[src/rtl/vector_loader.sv]
// vector_loader: assembles streamed scalar elements into an N-lane vector and pulses vec_set to commit it
// Ports: clk/rst (sync active-high); start+len begin a load (len 0 or >N means N); abort cancels a fill;
// in_data/in_valid/in_ready element stream; vec_out lanes (lane i = i-th element); vec_set one-cycle commit;
// busy high in FILL and COMMIT; count elements accepted in the current load.
module vector_loader #(
  parameter int BITS = 8,
  parameter int N = 64,
  parameter int LEN_W = $clog2(N) + 1
) (
  input  logic             clk,
  input  logic             rst,
  input  logic             start,
  input  logic [LEN_W-1:0] len,
  input  logic             abort,
  input  logic [BITS-1:0]  in_data,
  input  logic             in_valid,
  output logic             in_ready,
  output logic [BITS-1:0]  vec_out [N-1:0],
  output logic             vec_set,
  output logic             busy,
  output logic [LEN_W-1:0] count
);
  typedef enum logic [1:0] {IDLE, FILL, COMMIT} state_t;
  state_t           state_q;
  logic [LEN_W-1:0] eff_q, count_q, count_d;
  logic [BITS-1:0]  lanes_q [N-1:0];
  logic             ready_q, set_q, busy_q;
  assign count_d  = count_q + 1'b1;
  assign in_ready = ready_q;
  assign vec_set  = set_q;
  assign busy     = busy_q;
  assign count    = count_q;
  assign vec_out  = lanes_q;
  always_ff @(posedge clk) begin
    if (rst) begin
      state_q <= IDLE;
      eff_q   <= '0;
      count_q <= '0;
      lanes_q <= '{default: '0};
      ready_q <= 1'b0;
      set_q   <= 1'b0;
      busy_q  <= 1'b0;
    end else begin
      case (state_q)
        IDLE: if (start) begin
          eff_q   <= (len == '0 || len > LEN_W'(N)) ? LEN_W'(N) : len;
          count_q <= '0;
          lanes_q <= '{default: '0};
          state_q <= FILL;
          ready_q <= 1'b1;
          busy_q  <= 1'b1;
        end
        FILL: if (abort) begin
          state_q <= IDLE;
          ready_q <= 1'b0;
          busy_q  <= 1'b0;
        end else if (in_valid) begin
          lanes_q[count_q[LEN_W-2:0]] <= in_data;
          count_q <= count_d;
          if (count_d == eff_q) begin
            state_q <= COMMIT;
            ready_q <= 1'b0;
            set_q   <= 1'b1;
          end
        end
        COMMIT: begin
          state_q <= IDLE;
          set_q   <= 1'b0;
          busy_q  <= 1'b0;
        end
        default: state_q <= IDLE;
      endcase
    end
  end
endmodule

[config.mk]
export PLATFORM = sky130hd
export DESIGN_NAME = vector_loader
export DESIGN_NICKNAME = d
export VERILOG_FILES = /design/src/rtl/vector_loader.sv
export SDC_FILE = /design/constraint.sdc
export NUM_CORES = 1
export LEC_CHECK = 0
export BUFFER_PORTS_ARGS = -buffer_cell sky130_fd_sc_hd__buf_2
export CAP_MARGIN = 40
export CORE_AREA = 2 2 208 210
export DETAILED_ROUTE_END_ITERATION = 8
export DIE_AREA = 0 0 210 212
export GPL_TIMING_DRIVEN = 0
export PLACE_DENSITY = 0.77
export SETUP_SLACK_MARGIN = 0.2
export SLEW_MARGIN = 5
export SYNTH_ARGS = -nofsm -noshare
export SYNTH_HDL_FRONTEND = slang
export SYNTH_SLANG_ARGS = --single-unit
export TNS_END_PERCENT = 100
[constraint.sdc]
create_clock -name clk -period 2.7 [get_ports clk]
set_clock_uncertainty 0.05 [all_clocks]
set_input_delay 0.27 -clock clk [delete_from_list [all_inputs] [get_ports clk]]
set_output_delay 0.27 -clock clk [all_outputs]
set_load 0.02 [all_outputs]
Word level (Yosys, flattened, before mapping). Index checks and enable logic that the tools add are counted.

Add/subtract/negate cells: 1. Order comparisons: 3. Equality and inequality tests: 10. Mux-type cells: 28. Reduce and logical (&&, ||, !) cells: 13.

Operators by type and width (count): $mux W512 (3); $pmux W512 S2 (1); $bwmux W512 (1); $demux W8 S6 (1); $mux W7 (4); $pmux W7 S2 (1); $reduce_and A4 Y1 (3); $ne A2 B2 Y1 const B (5); $mux W1 (8); $mux W2 (4); $mux W8 (1); $add A7 B1 Y7 const B (1); $eq A7 B7 Y1 (1); $gt A7 B7 Y1 const B (1); $logic_not A7 Y1 (1); $lt A6 B7 Y1 const B (1); $ge A6 B1 Y1 const B (1); $ne A3 B3 Y1 const B (2); $reduce_and A3 Y1 (2); $pmux W1 S2 (2); $pmux W2 S2 (1); $reduce_bool A2 Y1 (2); $pmux W1 S3 (1); $reduce_bool A3 Y1 (1); 6 further kinds (6).

Register bits: 531. Input bits: 20. Output and inout bits: 522. Logic and storage cells: 125.

Depth between registers and ports, before layout.
Depth in word-level cells: 8. Depth in mapped cells: 9. Gate-level depth less buffers: 7.

Least setup slack after synthesis. No wires, ideal clock.

Kind: register to register. From: reg count_q[1], in the netlist count[1]. To: reg set_q, in the netlist vec_set. Library setup time: 0.095 ns. Arrival: 2.495 ns. Required time: 2.555 ns. Setup slack: 0.060 ns. Stages on the path, launching flop included: 7. Path buffers: 0. Period minus slack after synthesis: 2.640 ns. Path through: dfxtp_1 -> ha_1 -> nand3_2 -> or3_1 -> a2111o_1 -> or4_1 -> a221oi_1.

Longest elaborated chain between the ends: 4.

RTL lines: start, declared (line 25) `logic [LEN_W-1:0] eff_q, count_q, count_d;`; start signal, assigned (line 59) `count_q <= count_d;`; $add A7 B1 Y7 (line 28) `assign count_d = count_q + 1'b1;`; $eq A7 B7 Y1 (line 60) `if (count_d == eff_q) begin`; $ne A2 B2 Y1 (no source line); $reduce_and A4 Y1 (no source line); end signal, assigned (line 41) `set_q <= 1'b0;`; end signal, assigned (line 63) `set_q <= 1'b1;`; end signal, assigned (line 68) `set_q <= 1'b0;`; end, declared (line 27) `logic ready_q, set_q, busy_q;`.

No other way between the ends. A chain may end at the register's enable or synchronous reset.

Final worst setup path.
From: reg count_q[5], in the netlist count[5]. To: reg state_q[1].

Longest elaborated chain between the ends: 4.

RTL lines: $add A7 B1 Y7 (line 28); $eq A7 B7 Y1 (line 60); $ne A3 B3 Y1 (no source line); $reduce_and A3 Y1 (no source line); end signal, assigned (line 36) `state_q <= IDLE;`; end signal, assigned (line 61) `state_q <= COMMIT;`; end signal, assigned (line 67) `state_q <= IDLE;`; end, declared (line 24) `state_t state_q;`.

No other way between the ends.

==> results by stage <==
Routing:
- The violation count after the first detailed-routing iteration is about 2k.
- The total routed wirelength is ~75000 um.
- The via count of the routed design is approximately 19k.
- The residual DRC count is 0.
- Before antenna repair, the detailed router went through 6 iterations.
- The count of nets left with antenna violations after detail routing is 0.
- The routed via count divided by cell count is about 6.
- The mean routed wirelength per cell is 23.3 um.

STA:
- Static timing analysis puts the maximum clock frequency at ~410 MHz.
- Setup violations remaining at the end of the flow were counted as 0.
- Subtracting the final worst setup slack from the clock period gives 2.44 ns.
- Setup repair after global routing could not meet its margin everywhere.
- The share of the cycle needed by the critical path after routing is 0.904.
- The final number of hold-violating endpoints is 0.
- Measured against its own limit, the worst slew margin works out to 0.492.
- Final hold analysis gives a worst-case slack of roughly 0.038 ns.
- The number of slew-limit violations in the final report is 0.
- At the pin with the least slew margin, the transition time is between 0.7 and 0.8 ns.

Setup path:
- The category of the worst setup path launch point is a register.
- At the worst endpoint, the required time is between 3 and 4 ns.
- The critical path class is register to register.
- STA classifies the critical path endpoint as a register.
- Along the worst path, the maximum fanout reaches 10.
- At the worst endpoint, the arrival time is 2.89 ns.

Floorplanning:
- The die covers 0.0445 sq mm.
- The number of primary I/O pins is 542.
- The horizontal die dimension is about 210 um.
- For this configuration, the core starts out at a cell density of 0.443.
- The number of rows in the core area is 76.
- The core region is 0.0425 sq mm.
- The die is approximately 210 um tall.

Global routing:
- The number of antenna violations at the first check in global routing was 3.
- In the global route stage, overall resource usage came out at 0.321.
- The wire length of the first global-routing pass is approximately 110000 um.
- The number of global-route vias before repair was 18.0k.
- The maximum number of pins on one net before global-route repair is 16.
- After global routing the overflow that remains totals 0.

Yosys:
- The share of the Yosys chip area taken by registers is 0.564.
- After synthesis, the share of flip-flops with an asynchronous set or reset is 0.
- The cell area that synthesis handed to floorplanning was 0.0188 sq mm.
- Ranked by instance count, the synthesized netlist is headed by 558 x sky130_fd_sc_hd__nor2_1, 531 x sky130_fd_sc_hd__dfxtp_1, 513 x sky130_fd_sc_hd__a22oi_1, 153 x sky130_fd_sc_hd__clkbuf_1, 64 x sky130_fd_sc_hd__o21bai_1.
- The gate count of the mapped netlist is roughly 2k.
- Yosys mapped a number of flops with a built-in enable equal to 0.
- The synthesized design spends more area on one cell type than any other, namely sky130_fd_sc_hd__dfxtp_1.
- The per-instance average area after synthesis is ~9.4 sq um.
- For this run, the leading register cell type out of synthesis is sky130_fd_sc_hd__dfxtp_1.
- The flip-flop and latch count after synthesis is 531.
- Sorting the synthesized cells by area gives the leading types as sky130_fd_sc_hd__dfxtp_1 56%, sky130_fd_sc_hd__a22oi_1 20%, sky130_fd_sc_hd__nor2_1 11%.
- Of the post-synthesis cell area, the dominant cell type holds 0.564.
- The count of yosys warnings during synthesis is 0.
- When the netlist entered floorplanning its net count stood at 2029.
- The distinct cell type count after synthesis is between 40 and 50.
- By instance count, the leading cell after synthesis is sky130_fd_sc_hd__nor2_1.

Power and ir drop:
- Dividing total power by cell area gives a power density of 664 mW/mm^2.
- For this design the static power due to leakage is roughly 11 nW.
- IR analysis of the VDD net gives a maximum drop of 0.000586 V.
- The total power consumption of the routed design is 16.7 mW.

Place:
- The instance count after placement with tap cells included is approximately 3.1k.
- Port buffering added between 500 and 600 buffers.
- The last weighted congestion value of the routability-driven placer is about 0.91.
- After legalization and detailed placement, the total HPWL measured ~53000 um.

Layout:
- The number of standard cells in the final layout excluding fillers is approximately 3.2k.
- The filler cells instantiated in the layout total ~3.6k.
- Of the cells placed in the final design, the portion with a size suffix greater than 1 is 0.319.
- For this run, the post-layout net count is approximately 2.7k.
- Compared with the post-synthesis result, the final layout area differs by 33.6%.

Clocking:
- The H-tree depth reported by CTS is 2.
- Buffers inserted during clock tree synthesis total between 50 and 60.
- The number of clock sinks is ~530.
- In this run the deepest clock path goes through 3 buffers.
- The root buffer cell is sky130_fd_sc_hd__clkbuf_16.
- Clock-pin slew was measured on the worst setup and hold paths at approximately 0.07 ns.
- The CTS tree is yes.
- The source-to-sink clock delay at the later pin of the worst-skew pair is between 0.5 and 0.6 ns.

Run status:
- The run finished with clean final reports.

Hold path:
- The class of the most critical hold timing path is input port to register.

Flow run:
- Across the run, the number of max-cap violations was 0.
critical path, cell delays in order (launching register included):
cell	delay, ns
sky130_fd_sc_hd__dfxtp_1	0.36
sky130_fd_sc_hd__buf_6	0.19
sky130_fd_sc_hd__nand2_4	0.17
sky130_fd_sc_hd__or3_1	0.38
sky130_fd_sc_hd__a2111o_1	0.42
sky130_fd_sc_hd__or4_1	0.55
sky130_fd_sc_hd__a221oi_2	0.23
per-stage QoR:
| stage | util | TNS, ns | instance area, sq um | setup WS [ns] |
|---|---|---|---|---|
| after floorplan | - | 0 | 18800 | 0.214 |
| after global placement | 0.523 | -296.90 | 22200 | -0.814 |
| after detailed placement | 0.529 | -172.06 | 22500 | -0.675 |
| after CTS | 0.584 | 0 | 24800 | 0.137 |
| after global routing | 0.592 | 0 | 25200 | 0.120 |
| final | 0.592 | 0 | 25200 | 0.258 |
area by class of cell:
class                   count  area (sq um)  area share
clock buffers              76          1540      0.0613
repair buffers            579          3130       0.125
diodes                      1          2.50   0.0000995
inverters                   5          18.8    0.000746
well taps                 546           683      0.0272
plain buffers             177           883      0.0351
flip-flops and latches    531         10600       0.423
clock inverters            19           267      0.0106
multi-input cells        1291          7990       0.318
power breakdown:
group          switching, mW  internal (mW)  leakage [nW]  total (mW)
Sequential            0.0125           7.84          4.28        7.86
Combinational          0.842          0.300          5.84        1.14
Clock                   3.16           4.54         0.880        7.70
Total                   4.02           12.7          11.0        16.7
worst paths after layout:
path | start | endpoint | slack [ns] | depth (start not counted)
max | count[5] | state_q[1] | 0.26 | 6
max reg2reg | count[5] | state_q[1] | 0.26 | 6
min reg2reg | vec_out[55] | vec_out[55] | 0.44 | 2
min | len[6] | eff_q[2] | 0.04 | 4
routing by layer:
layer  GRT usage  up-vias  part of all wire  routed length, um
li1            -     8456                 -                  -
met1       0.385     9319              0.39              29100
met2       0.535     1100              0.47              35200
met3      0.0818      238             0.093               7040
met4       0.162        4             0.053               3970
met5           0        -           0.00037                 28
registers in the layout, indices dropped and copies added, names as in the netlist:
| register | cells |
|---|---|
| busy | 1 |
| state_q | 2 |
| count | 7 |
| eff_q | 7 |
| vec_out | 512 |
| in_ready | 1 |
| vec_set | 1 |
timing repair:
| item | 4_1_cts | 5_1_grt |
|---|---|---|
| buffers inserted | 8 | 9 |
| endpoints found under the hold margin | 2 | 0 |
| setup endpoints to repair | 517 | 482 |
| pin swaps | 5 | 5 |
| resized for setup | 169 | 112 |
| gates cloned | 0 | 0 |
| hold buffers | 3 | 0 |
placed cells by master, fill, tap and decap left out, types with 7 or more instances in the layout:
cell type                     n
sky130_fd_sc_hd__nor3b_1      7
sky130_fd_sc_hd__a22oi_1    513
sky130_fd_sc_hd__clkbuf_8    13
sky130_fd_sc_hd__nor3_1       7
sky130_fd_sc_hd__dfxtp_1    527
sky130_fd_sc_hd__a21oi_1     15
sky130_fd_sc_hd__nor2_1     530
sky130_fd_sc_hd__buf_8       10
sky130_fd_sc_hd__clkbuf_16   53
sky130_fd_sc_hd__nand3b_1    10
sky130_fd_sc_hd__clkbuf_4    26
sky130_fd_sc_hd__nor2_2       7
sky130_fd_sc_hd__o21bai_2    36
sky130_fd_sc_hd__buf_2      554
sky130_fd_sc_hd__buf_4       23
sky130_fd_sc_hd__and3_1      11
sky130_fd_sc_hd__and2_1      27
sky130_fd_sc_hd__o21bai_1    28
sky130_fd_sc_hd__buf_6        9
sky130_fd_sc_hd__clkbuf_1    83
sky130_fd_sc_hd__and3b_1      7
sky130_fd_sc_hd__clkbuf_2    56
sky130_fd_sc_hd__nor2_4      21
cell families (layout without fill, tap and decap cells):
logic type / Yosys count / count (layout) / synth area share
fa+ha+maj: 5 / 5 / 0.00332
flops: 531 / 531 / 0.564
buf+inv: 182 / 856 / 0.0364
compound gates: 611 / 611 / 0.242
other cells: 0 / 1 / 0
simple gates: 666 / 666 / 0.150
xor+xnor: 9 / 9 / 0.00418
Power figures use the tool's default switching activity.
